**config.mk**
```make
export PLATFORM = sky130hd
export DESIGN_NAME = txuart_serializer
export DESIGN_NICKNAME = d
export VERILOG_FILES = /design/src/rtl/txuart_serializer.sv
export SDC_FILE = /design/constraint.sdc
export NUM_CORES = 1
export LEC_CHECK = 0
export ABC_AREA = 1
export CAP_MARGIN = 20
export CORE_MARGIN = 2
export CORE_UTILIZATION = 59
export DETAILED_ROUTE_END_ITERATION = 7
export GPL_TIMING_DRIVEN = 0
export PLACE_DENSITY = 0.88
export SLEW_MARGIN = 20
export SYNTH_ARGS = -nofsm -noshare
export SYNTH_HDL_FRONTEND = slang
export SYNTH_SLANG_ARGS = --single-unit
export TNS_END_PERCENT = 100
```
**constraint.sdc**
```tcl
create_clock -name i_clk -period 2.2 [get_ports i_clk]
set_clock_uncertainty 0.1 [all_clocks]
set_input_delay 0.33 -clock i_clk [delete_from_list [all_inputs] [get_ports i_clk]]
set_output_delay 0.33 -clock i_clk [all_outputs]
set_load 0.05 [all_outputs]
```
**src/rtl/txuart_serializer.sv**
```systemverilog
// 8N1 UART byte transmitter: LSB first, idle-high line.
// o_busy is the backpressure seen by the upstream character source.
module txuart_serializer #(
   parameter logic [23:0] CLOCKS_PER_BAUD = 24'd138
) (
   input  logic       i_clk,
   input  logic       i_reset,
   input  logic       i_wr,
   input  logic [7:0] i_data,
   output logic       o_busy,
   output logic       o_uart_tx
);

   typedef enum logic [3:0] {
      S_IDLE  = 4'd0,
      S_START = 4'd1,
      S_BIT0  = 4'd2,
      S_BIT1  = 4'd3,
      S_BIT2  = 4'd4,
      S_BIT3  = 4'd5,
      S_BIT4  = 4'd6,
      S_BIT5  = 4'd7,
      S_BIT6  = 4'd8,
      S_BIT7  = 4'd9,
      S_STOP  = 4'd10
   } state_t;

   localparam logic [23:0] RELOAD = CLOCKS_PER_BAUD - 24'd1;

   if (CLOCKS_PER_BAUD < 24'd2) begin : g_bad_baud
      $error("txuart_serializer: CLOCKS_PER_BAUD must be >= 2");
   end

   state_t      r_state;
   logic [23:0] r_cnt;
   logic [7:0]  r_shift;
   logic        r_busy;
   logic        r_tx;
   logic        w_tick;

   assign w_tick    = (r_cnt == 24'd0);
   assign o_busy    = r_busy;
   assign o_uart_tx = r_tx;

   // Frame sequencer: every non-idle state lasts CLOCKS_PER_BAUD clocks.
   always_ff @(posedge i_clk) begin
      if (i_reset) begin
         r_state <= S_IDLE;
         r_tx    <= 1'b1;
         r_busy  <= 1'b0;
         r_cnt   <= 24'd0;
         r_shift <= 8'hFF;
      end else begin
         unique case (r_state)
            S_IDLE: begin
               if (i_wr) begin
                  r_state <= S_START;
                  r_tx    <= 1'b0;
                  r_busy  <= 1'b1;
                  r_shift <= i_data;
                  r_cnt   <= RELOAD;
               end
            end
            S_START, S_BIT0, S_BIT1, S_BIT2,
            S_BIT3, S_BIT4, S_BIT5, S_BIT6: begin
               if (w_tick) begin
                  r_state <= state_t'(r_state + 4'd1);
                  r_tx    <= r_shift[0];
                  r_shift <= {1'b1, r_shift[7:1]};
                  r_cnt   <= RELOAD;
               end else begin
                  r_cnt   <= r_cnt - 24'd1;
               end
            end
            S_BIT7: begin
               if (w_tick) begin
                  r_state <= S_STOP;
                  r_tx    <= 1'b1;
                  r_cnt   <= RELOAD;
               end else begin
                  r_cnt   <= r_cnt - 24'd1;
               end
            end
            S_STOP: begin
               if (w_tick) begin
                  r_state <= S_IDLE;
                  r_busy  <= 1'b0;
                  r_tx    <= 1'b1;
                  r_cnt   <= RELOAD;
               end else begin
                  r_cnt   <= r_cnt - 24'd1;
               end
            end
            default: begin
               r_state <= S_IDLE;
               r_busy  <= 1'b0;
               r_tx    <= 1'b1;
               r_cnt   <= 24'd0;
            end
         endcase
      end
   end

endmodule

```
==> results.cfg <==
[run_status]
status = complete, no violations

[yosys]
ys_warn_count = 0
ys_seq_area_share_pct = 34.0
synth.distinct_cells = 28
ys_ff_latch = 38
synthesis.area_um2 = 2240
syn_inst = 331
postSynthAreaPerCell_um2 = 6.76
syn_nets = 347

[setup_path]
cp_slowest_stage_delay_ns = 0.39
crit_buf_inv = 2
worstPathRequired_ns = 2.28
startpoint_type = register
cp-end-kind = register
worstSetupPathType = reg -> reg
worstPathArrival_ns = 1.99
cpLargestDelayFamily = buffers and inverters
cpMaxStageDelayCell = dfxtp_1
worstPathCellList = inv_1, ha_1, nand3_4, clkbuf_1, nand3_1, o21ai_0, nor2_1
crit_fanout = 10

[clock_tree]
ctsResizeCount = 0
numCtsBuffers = 5
postCtsHoldBufs = 0
cts_root_buffer = clkbuf_8
cts.sinks = 38
cts_buffer_depth = 2
cts_tree = built
post_cts_buffers = 0
clk_latency_ns = 0.29
htreeDepth = 2
clk_pin_slew_ns = 0.08

[global_route]
grt-ovfl-total = 0
met1_usage_pct = 28.8
use_met2_pct = 42.9
antenna_found_initial = 0
top_usage_layer = met2
use_met3_pct = 6.68
first_global_vias = 1929
grt_pass1_wl_um = 8160
grt_start_max_net_pins = 12
track_usage_pct = 24.2

[die]
core_um2 = 3660
pin_count = 13
die-area_um2 = 4300
start_util_pct = 61.1
num_rows = 22
die_h_um = 65.6
fp.dieW_um = 65.6

[layout]
drive_gt1_share_pct = 12.8
synthToLayoutAreaGrowth_pct = 13.0
fin_nets = 366
diodes = 0

[routing]
drt_iter0_drc = 117
dr.pass1.iters = 4
ant_nets = 0
wl_per_cell_um = 11.6
totalWireLength_um = 4630
vias_per_cell = 5.18
drc = 0
vias = 2065

[timing]
period_share_pct = 86.9
max_freq_mhz = 523
rsz0062_at_grt = false
setup_tns_ns = 0
worst_pin_slew_ns = 0.491
setup_viol = 0
max-slew-margin-rel_pct = 67.2
hold_viol = 0
slew_violations = 0
period_needed_ns = 1.91

[run]
maxCapViolCount = 0

[placement]
gp_congestion = 0.844
portBuffers = 12
dp_hpwl_um = 3310

[worst_hold_path]
hp-class = reg -> reg
-- cells in the mapped netlist --
cell type / n / area, µm²
inv_2: 6 / 22.5
buf_4: 1 / 7.51
nor4_1: 1 / 6.26
or2_2: 2 / 12.5
nand3_4: 1 / 17.5
ha_1: 5 / 62.6
nor2_1: 40 / 150
nand2_4: 5 / 56.3
nor3_1: 6 / 30.0
nand3_2: 2 / 20.0
nand4_4: 1 / 21.3
nand2_1: 89 / 334
xor2_1: 11 / 96.3
o21ai_0: 7 / 35.0
buf_6: 3 / 33.8
dfxtp_1: 38 / 761
nor2_4: 4 / 45.0
clkbuf_1: 2 / 7.51
a21boi_0: 1 / 7.51
a21oi_1: 13 / 65.1
a31oi_1: 1 / 6.26
inv_1: 34 / 128
nand4_1: 7 / 43.8
nand3_1: 38 / 190
inv_4: 2 / 12.5
nor2_2: 3 / 18.8
clkinv_1: 1 / 3.75
nand2_2: 7 / 43.8
-- cell usage in the layout (no fill, tap or decap), drive strengths merged --
cell type and instances:
nand2 101, nor2 47, inv 42, nand3 41, dfxtp 38, a21oi 13, clkdlybuf4s50 12, xor2 11
clkbuf 10, nand4 8, o21ai 7, nor3 6, ha 5, buf 4, or2 2, clkinv 1
a21boi 1, nor4 1, a31oi 1
-- kinds of logic after synthesis --
family | share of synthesized area [%]
XOR/XNOR | 4.30
buffers and inverters | 9.61
AND/OR/NAND/NOR | 44.2
AO/OA/AOI/OAI | 5.09
flip-flops | 34.0
adder cells (fa/ha/maj) | 2.79
-- metal layers --
layer	vias to the layer above	share of wire, %	routed length [µm]
met5	-	0	0
li1	1081	-	-
met1	913	44	2030
met3	10	5.0	230
met4	0	1.6	74
met2	61	49	2290
-- sequential cells by signal, summed over array words and instances (netlist names) --
signal / count
r_cnt: 24
o_busy: 1
r_state: 4
o_uart_tx: 1
r_shift: 8
-- metrics by stage --
| stage | instance area (µm²) | worst slack (ns) | util [%] | hold slack [ns] | std cells |
|---|---|---|---|---|---|
| global route | 2530 | 0.0647 | 69.1 | 0.388 | 399 |
| CTS | 2530 | 0.292 | 69.1 | 0.362 | 399 |
| global placement | 2420 | 0.261 | 66.1 | 0.339 | 391 |
| detailed placement | 2420 | 0.229 | 66.1 | 0.343 | 391 |
| floorplan | 2240 | 0.542 | - | 0.299 | 331 |
| finish | 2530 | 0.289 | 69.1 | 0.360 | 399 |
-- worst paths after layout --
kind | start | end | slack [ns] | cells past startpoint
min reg2reg | r_shift[3] | r_shift[3] | 0.36 | 2
max | r_state[0] | r_cnt[17] | 0.29 | 7
max reg2reg | r_state[0] | r_cnt[17] | 0.29 | 7
min | r_shift[3] | r_shift[3] | 0.36 | 2
-- cell type report --
cell class / count / area, µm²
fill: 322 / 1130
clock buffer: 8 / 110
inverter: 43 / 166
sequential: 38 / 761
tap: 48 / 60.1
buffer: 6 / 48.8
timing repair buffer: 12 / 120
multi-input combinational: 244 / 1260
-- worst register-to-register path, stage by stage (launching register included) --
cell and delay, ns:
dfxtp_1 0.39, inv_1 0.11, ha_1 0.27, nand3_4 0.19
clkbuf_1 0.36, nand3_1 0.16, o21ai_0 0.17, nor2_1 0.05
Power is left out: the tool's default activity adds up to more than one toggle a clock period on the data nets, which glitch-free logic cannot reach.
